<file path="src/rtl/float_pkg.sv">
// Shared single-precision float constants and the accumulator FSM encoding.
package float_pkg;
  localparam int EXP_BIAS = 127;
  localparam int EXP_W    = 8;
  localparam int FRAC_W   = 23;
  localparam int MANT_W   = 24;

  localparam logic [EXP_W-1:0] EXP_INF = 8'hFF;
  localparam logic [31:0]      POS_INF = 32'h7F80_0000;

  typedef enum logic [1:0] {IDLE, ALIGN, ADD, NORM} state_t;

  // What NORM does with the in-flight operand, decided once in ALIGN.
  typedef enum logic [1:0] {MODE_ADD, MODE_COPY, MODE_KEEP} mode_t;
endpackage

</file>
<file path="src/rtl/float_unpack.sv">
// Splits an IEEE-754 single into fields with the hidden bit restored.
module float_unpack
  import float_pkg::*;
(
  input  logic [31:0]       val,
  output logic              sign,
  output logic [EXP_W-1:0]  exp,
  output logic [MANT_W-1:0] mant,
  output logic              is_zero,
  output logic              is_special
);
  assign sign       = val[31];
  assign exp        = val[30:FRAC_W];
  assign mant       = {1'b1, val[FRAC_W-1:0]};
  assign is_zero    = (exp == '0);
  assign is_special = (exp == EXP_INF);
endmodule

</file>
<file path="src/rtl/float_accumulator.sv">
// Running float sum of non-negative singles; fixed 4-cycle accept-to-result FSM,
// truncating rounding, saturates to +Inf with a sticky overflow flag.
module float_accumulator
  import float_pkg::*;
#(
  parameter logic [31:0] ACC_INIT = 32'h0000_0000
) (
  input  logic        clk,
  input  logic        rst,
  input  logic        clr,
  input  logic        in_valid,
  output logic        in_ready,
  input  logic [31:0] in_data,
  output logic [31:0] acc,
  output logic        acc_valid,
  output logic        err,
  output logic        ovf
);
  state_t             state_q, state_d;
  mode_t              mode_q, mode_d;
  logic [31:0]        op_q, op_sel;
  logic [EXP_W-1:0]   exp_q;
  logic [MANT_W-1:0]  ma_q, mb_q;
  logic [MANT_W:0]    sum_q;

  logic               op_sign, op_zero, op_special;
  logic [EXP_W-1:0]   op_exp;
  logic [MANT_W-1:0]  op_mant;
  logic               acc_sign, acc_zero, acc_special;
  logic [EXP_W-1:0]   acc_exp;
  logic [MANT_W-1:0]  acc_mant;

  // Classify in_data while idle, then look at the held operand during ALIGN.
  assign op_sel = (state_q == IDLE) ? in_data : op_q;

  float_unpack u_op (
    .val(op_sel), .sign(op_sign), .exp(op_exp), .mant(op_mant),
    .is_zero(op_zero), .is_special(op_special)
  );

  float_unpack u_acc (
    .val(acc), .sign(acc_sign), .exp(acc_exp), .mant(acc_mant),
    .is_zero(acc_zero), .is_special(acc_special)
  );

  logic accept, reject;
  assign in_ready = (state_q == IDLE) & ~clr & ~rst;
  assign accept   = in_valid & in_ready;
  assign reject   = op_sign | op_special;

  // Alignment: larger exponent is the reference, the other mantissa shifts right.
  logic               acc_ge;
  logic [EXP_W-1:0]   diff, big_exp;
  logic [MANT_W-1:0]  big_mant, small_mant, small_sh;

  always_comb begin
    acc_ge     = (acc_exp >= op_exp);
    diff       = acc_ge ? (acc_exp - op_exp) : (op_exp - acc_exp);
    big_exp    = acc_ge ? acc_exp  : op_exp;
    big_mant   = acc_ge ? acc_mant : op_mant;
    small_mant = acc_ge ? op_mant  : acc_mant;
    small_sh   = (diff >= EXP_W'(MANT_W)) ? '0 : (small_mant >> diff);
    if (op_zero || acc_special || acc_sign) mode_d = MODE_KEEP;
    else if (acc_zero)                      mode_d = MODE_COPY;
    else                                    mode_d = MODE_ADD;
  end

  // Normalize: the sum is never below 1.0, so at most a single right shift.
  logic [EXP_W:0]     exp_inc;
  logic [FRAC_W-1:0]  frac_n;
  logic               sat;

  always_comb begin
    exp_inc = {1'b0, exp_q} + {{EXP_W{1'b0}}, sum_q[MANT_W]};
    frac_n  = sum_q[MANT_W] ? sum_q[MANT_W-1:1] : sum_q[FRAC_W-1:0];
    sat     = (exp_inc >= {1'b0, EXP_INF});
  end

  always_comb begin
    state_d = state_q;
    case (state_q)
      IDLE:    if (accept && !reject) state_d = ALIGN;
      ALIGN:   state_d = ADD;
      ADD:     state_d = NORM;
      NORM:    state_d = IDLE;
      default: state_d = IDLE;
    endcase
    if (clr) state_d = IDLE;
  end

  always_ff @(posedge clk or posedge rst) begin
    if (rst) state_q <= IDLE;
    else     state_q <= state_d;
  end

  always_ff @(posedge clk or posedge rst) begin
    if (rst) begin
      acc       <= ACC_INIT;
      acc_valid <= 1'b0;
      err       <= 1'b0;
      ovf       <= 1'b0;
      op_q      <= '0;
      mode_q    <= MODE_KEEP;
      exp_q     <= '0;
      ma_q      <= '0;
      mb_q      <= '0;
      sum_q     <= '0;
    end else begin
      acc_valid <= 1'b0;
      err       <= 1'b0;
      if (clr) begin
        acc <= ACC_INIT;
        ovf <= 1'b0;
      end else begin
        case (state_q)
          IDLE: if (accept) begin
            if (reject) err  <= 1'b1;
            else        op_q <= in_data;
          end
          ALIGN: begin
            mode_q <= mode_d;
            exp_q  <= big_exp;
            ma_q   <= big_mant;
            mb_q   <= small_sh;
          end
          ADD: sum_q <= {1'b0, ma_q} + {1'b0, mb_q};
          NORM: begin
            acc_valid <= 1'b1;
            case (mode_q)
              MODE_COPY: acc <= op_q;
              MODE_ADD: begin
                if (sat) begin
                  acc <= POS_INF;
                  ovf <= 1'b1;
                end else begin
                  acc <= {1'b0, exp_inc[EXP_W-1:0], frac_n};
                end
              end
              default: ;
            endcase
          end
          default: ;
        endcase
      end
    end
  end
endmodule

</file>
<file path="config.mk">
export PLATFORM = sky130hd
export DESIGN_NAME = float_accumulator
export DESIGN_NICKNAME = d
export VERILOG_FILES = /design/src/rtl/float_pkg.sv /design/src/rtl/float_unpack.sv /design/src/rtl/float_accumulator.sv
export SDC_FILE = /design/constraint.sdc
export NUM_CORES = 1
export LEC_CHECK = 0
export ABC_AREA = 1
export BUFFER_PORTS_ARGS = -buffer_cell sky130_fd_sc_hd__buf_2
export CAP_MARGIN = 20
export CORE_MARGIN = 2
export CORE_UTILIZATION = 50
export DETAILED_ROUTE_END_ITERATION = 8
export GPL_TIMING_DRIVEN = 0
export PLACE_DENSITY = 0.73
export SYNTH_ARGS = -nofsm -noshare
export SYNTH_HDL_FRONTEND = slang
export SYNTH_SLANG_ARGS = --single-unit
</file>
<file path="constraint.sdc">
create_clock -name clk -period 10.1 [get_ports clk]
set_input_delay 0.505 -clock clk [delete_from_list [all_inputs] [get_ports clk]]
set_output_delay 0.505 -clock clk [all_outputs]
set_load 0.005 [all_outputs]
</file>
==> results by group <==
Status
  • Outcome: finished clean

Synth
  • Synthesis warning total: 0
  • Synth Instances: 1,506
  • Unique masters post-synth: 49
  • Post-synth net total: 1,587
  • Mean post-synth cell area: 6.95 sq um
  • Seq cells post-synth: 152
  • Netlist Area Pre-Place: 10,500 sq um
  • Sequential area share after synthesis: 0.363

Routing
  • # DRC: 0
  • DRT Pass-1 Iters: 6
  • Initial DRC Count: 1,235
  • Routed wire length: 36.5 mm
  • Detail Route Antenna Nets: 0
  • WL per Instance: 19.4 um
  • Via Count: 11,100
  • Via/cell ratio: 5.88

Timing
  • Final worst path period need: 4.62 ns
  • Setup_tns: 0 ns
  • RSZ-0062 raised after global routing: no
  • Clk_skew: 0.0133 ns
  • Final Hold Fails: 0
  • Post-route setup slack: 5.48 ns
  • Slew headroom: 0.383
  • Crit share post-route: 0.457
  • Fmax: 217 MHz
  • Max Slew Vio Count: 0
  • Least-Margin Pin Slew: 0.916 ns
  • Setup violators final: 0

Critical path
  • Worst-path maximum fanout: 10
  • R2r setup slk: 5.48 ns
  • Worst setup EP type: flip-flop
  • Setup Crit Path Kind: reg2reg
  • Worst setup SP type: flip-flop
  • Arrival time of the worst setup path: 4.99 ns
  • Critical path data required time: 10.48 ns

Place
  • Pre-CTS setup slack: 5.71 ns
  • Hpwl dp: 28.0 mm
  • Placer Congestion: 0.942
  • PortBufs: 71

Die
  • Die H: 149 um
  • Row Count: 52
  • Total core area: 20,400 sq um
  • Die W: 149 um
  • Die Area: 22,100 sq um
  • Ports: 72
  • Initial Util: 0.514

Finish
  • Fillers: 1,934
  • Area delta synth->final: 12.8%
  • Ant. Diodes: 0
  • Nets: 1,678
  • Layout cells sized above 1: 0.108
  • Most frequent cells in the layout: 444 x nand2_1, 188 x nand3_1, 151 x dfrtp_1
  • Commonest non-fill, non-tap cell in the layout: nand2_1

Worst hold path
  • HP Class: in2async

GRT
  • Initial antenna violation count: 0
  • First-pass GRT wire length: 56.9 mm
  • Largest net degree at the start of global routing: 80
  • Total track usage: 0.337
  • Total congestion overflow: 0
  • Vias in the first global route: 10,500

CTS
  • Post-CTS setup buffers: 0
  • Root Driver: clkbuf_16
  • Clock buffer depth: 2
  • Resized Gates After CTS: 0
  • H-tree Lvls: 4
  • Clk Latency, worst-skew pair: 0.44 ns
  • CTS buffer count: 17
  • Clock sinks: 152
  • Hold_buf cts: 0
  • CTS tree: done
  • Clk pin slew, worst setup/hold paths: 0.07 ns

Power and ir drop
  • Pwr dens: 378 nW/um^2
  • P_leak: 5.97 nW
  • Tot Pwr: 4.47 mW
  • Worst vdd ir: 0.000292 V

Job
  • Max-cap violations: 0
## report_power, final
group / internal, mW / switching [mW] / leakage (nW)
Sequential: 0.816 / 0.201 / 1.97
Combinational: 0.881 / 1.89 / 3.72
Clock: 0.394 / 0.287 / 0.284
## critical path, stage by stage, from the launching register on
cell,delay (ns)
dfrtp_1,0.38
inv_1,0.10
ha_1,0.22
buf_6,0.15
buf_2,0.18
o21ai_0,0.48
inv_1,0.14
ha_1,0.43
nand2_1,0.10
nor2_1,0.15
nand2_1,0.08
nand3_2,0.13
inv_2,0.05
buf_6,0.15
buf_2,0.18
o21ai_0,0.73
nand3_1,0.21
nand3_1,0.16
nand2_1,0.09
nand2_1,0.10
nand3_1,0.10
nand3_1,0.10
nand2_1,0.07
nand2_1,0.06
## per-layer routing
metal,track usage,vias up,wire length (um),part of all wire
met5,0,-,0,0
met4,0.132,0,1370,0.038
met3,0.0697,91,2990,0.082
li1,-,5239,-,-
met2,0.525,484,16200,0.44
met1,0.463,5237,15900,0.44
## flip-flops by register name (all words and copies together) (netlist names), 2 cells and up
register,count
state_q,2
mode_q,2
sum_q,25
ma_q,24
op_q,32
exp_q,8
acc,32
mb_q,24
## final cells by class
| type | instances | area, sq um | area share |
|---|---|---|---|
| buffer | 83 | 392 | 0.0331 |
| multi-input combinational | 1163 | 5870 | 0.497 |
| timing repair buffer | 72 | 383 | 0.0324 |
| clock buffer | 17 | 425 | 0.0360 |
| tap | 270 | 338 | 0.0286 |
| sequential | 152 | 3800 | 0.322 |
| inverter | 108 | 413 | 0.0350 |
| clock inverter | 15 | 189 | 0.0160 |
## path summary, 6_finish.rpt
path                                         from                   end  depth (start not counted)
max                        state_q[0]$_DFFE_PP0P_   mb_q[2]$_DFFE_PP0P_                         23
min                                           rst  op_q[22]$_DFFE_PP0P_                          2
max reg2reg                state_q[0]$_DFFE_PP0P_   mb_q[2]$_DFFE_PP0P_                         23
min reg2reg                  op_q[31]$_DFFE_PP0P_  op_q[31]$_DFFE_PP0P_                          2
max in group asynchronous                     rst  mb_q[19]$_DFFE_PP0P_                          3
min in group clk                              clr   acc_valid$_DFF_PP0_                          2
## synthesized netlist by cell type, drive strengths merged
master / number / share of area
a211oi: 9 / 0.0065
a21boi: 3 / 0.0022
a21o: 2 / 0.0014
a21oi: 67 / 0.032
a31oi: 13 / 0.0078
a32o: 1 / 0.00096
a32oi: 1 / 0.00084
and2: 1 / 0.00060
buf: 30 / 0.018
clkbuf: 53 / 0.019
clkinv: 3 / 0.0011
dfrtp: 151 / 0.36
dfstp: 1 / 0.0025
fa: 2 / 0.0038
ha: 43 / 0.051
inv: 105 / 0.038
mux2: 3 / 0.0032
nand2: 451 / 0.16
nand3: 190 / 0.092
nand4: 19 / 0.013
nor2: 103 / 0.039
nor3: 10 / 0.0048
nor3b: 1 / 0.00072
nor4: 5 / 0.0030
o2111ai: 1 / 0.00084
o211ai: 25 / 0.018
o21a: 4 / 0.0036
o21ai: 168 / 0.082
o221ai: 1 / 0.00084
o22ai: 7 / 0.0042
o31ai: 2 / 0.0014
o32ai: 1 / 0.00084
or2: 12 / 0.0072
xnor2: 3 / 0.0025
xor2: 15 / 0.013
## kinds of logic (layout without fill, tap and decap cells)
family,count (synthesis),count (layout),synth area share
compound gates,305,305,0.164
xor+xnor,18,18,0.0151
fa+ha+maj,45,45,0.0552
buf+inv,191,295,0.0763
flops,152,152,0.363
mux,3,3,0.00323
simple gates,792,792,0.323
## through the flow
stage / area, sq um / hold slack [ns] / util / instances
finish: 11800 / 0.207 / 0.580 / 1880
global route: 11800 / 0.253 / 0.580 / 1880
CTS: 11800 / 0.234 / 0.580 / 1880
detailed placement: 11200 / 0.472 / 0.550 / 1848
global placement: 11200 / 0.449 / 0.548 / 1847
floorplan: 10500 / 0.436 / - / 1506
(Power assumes the default switching activity.)
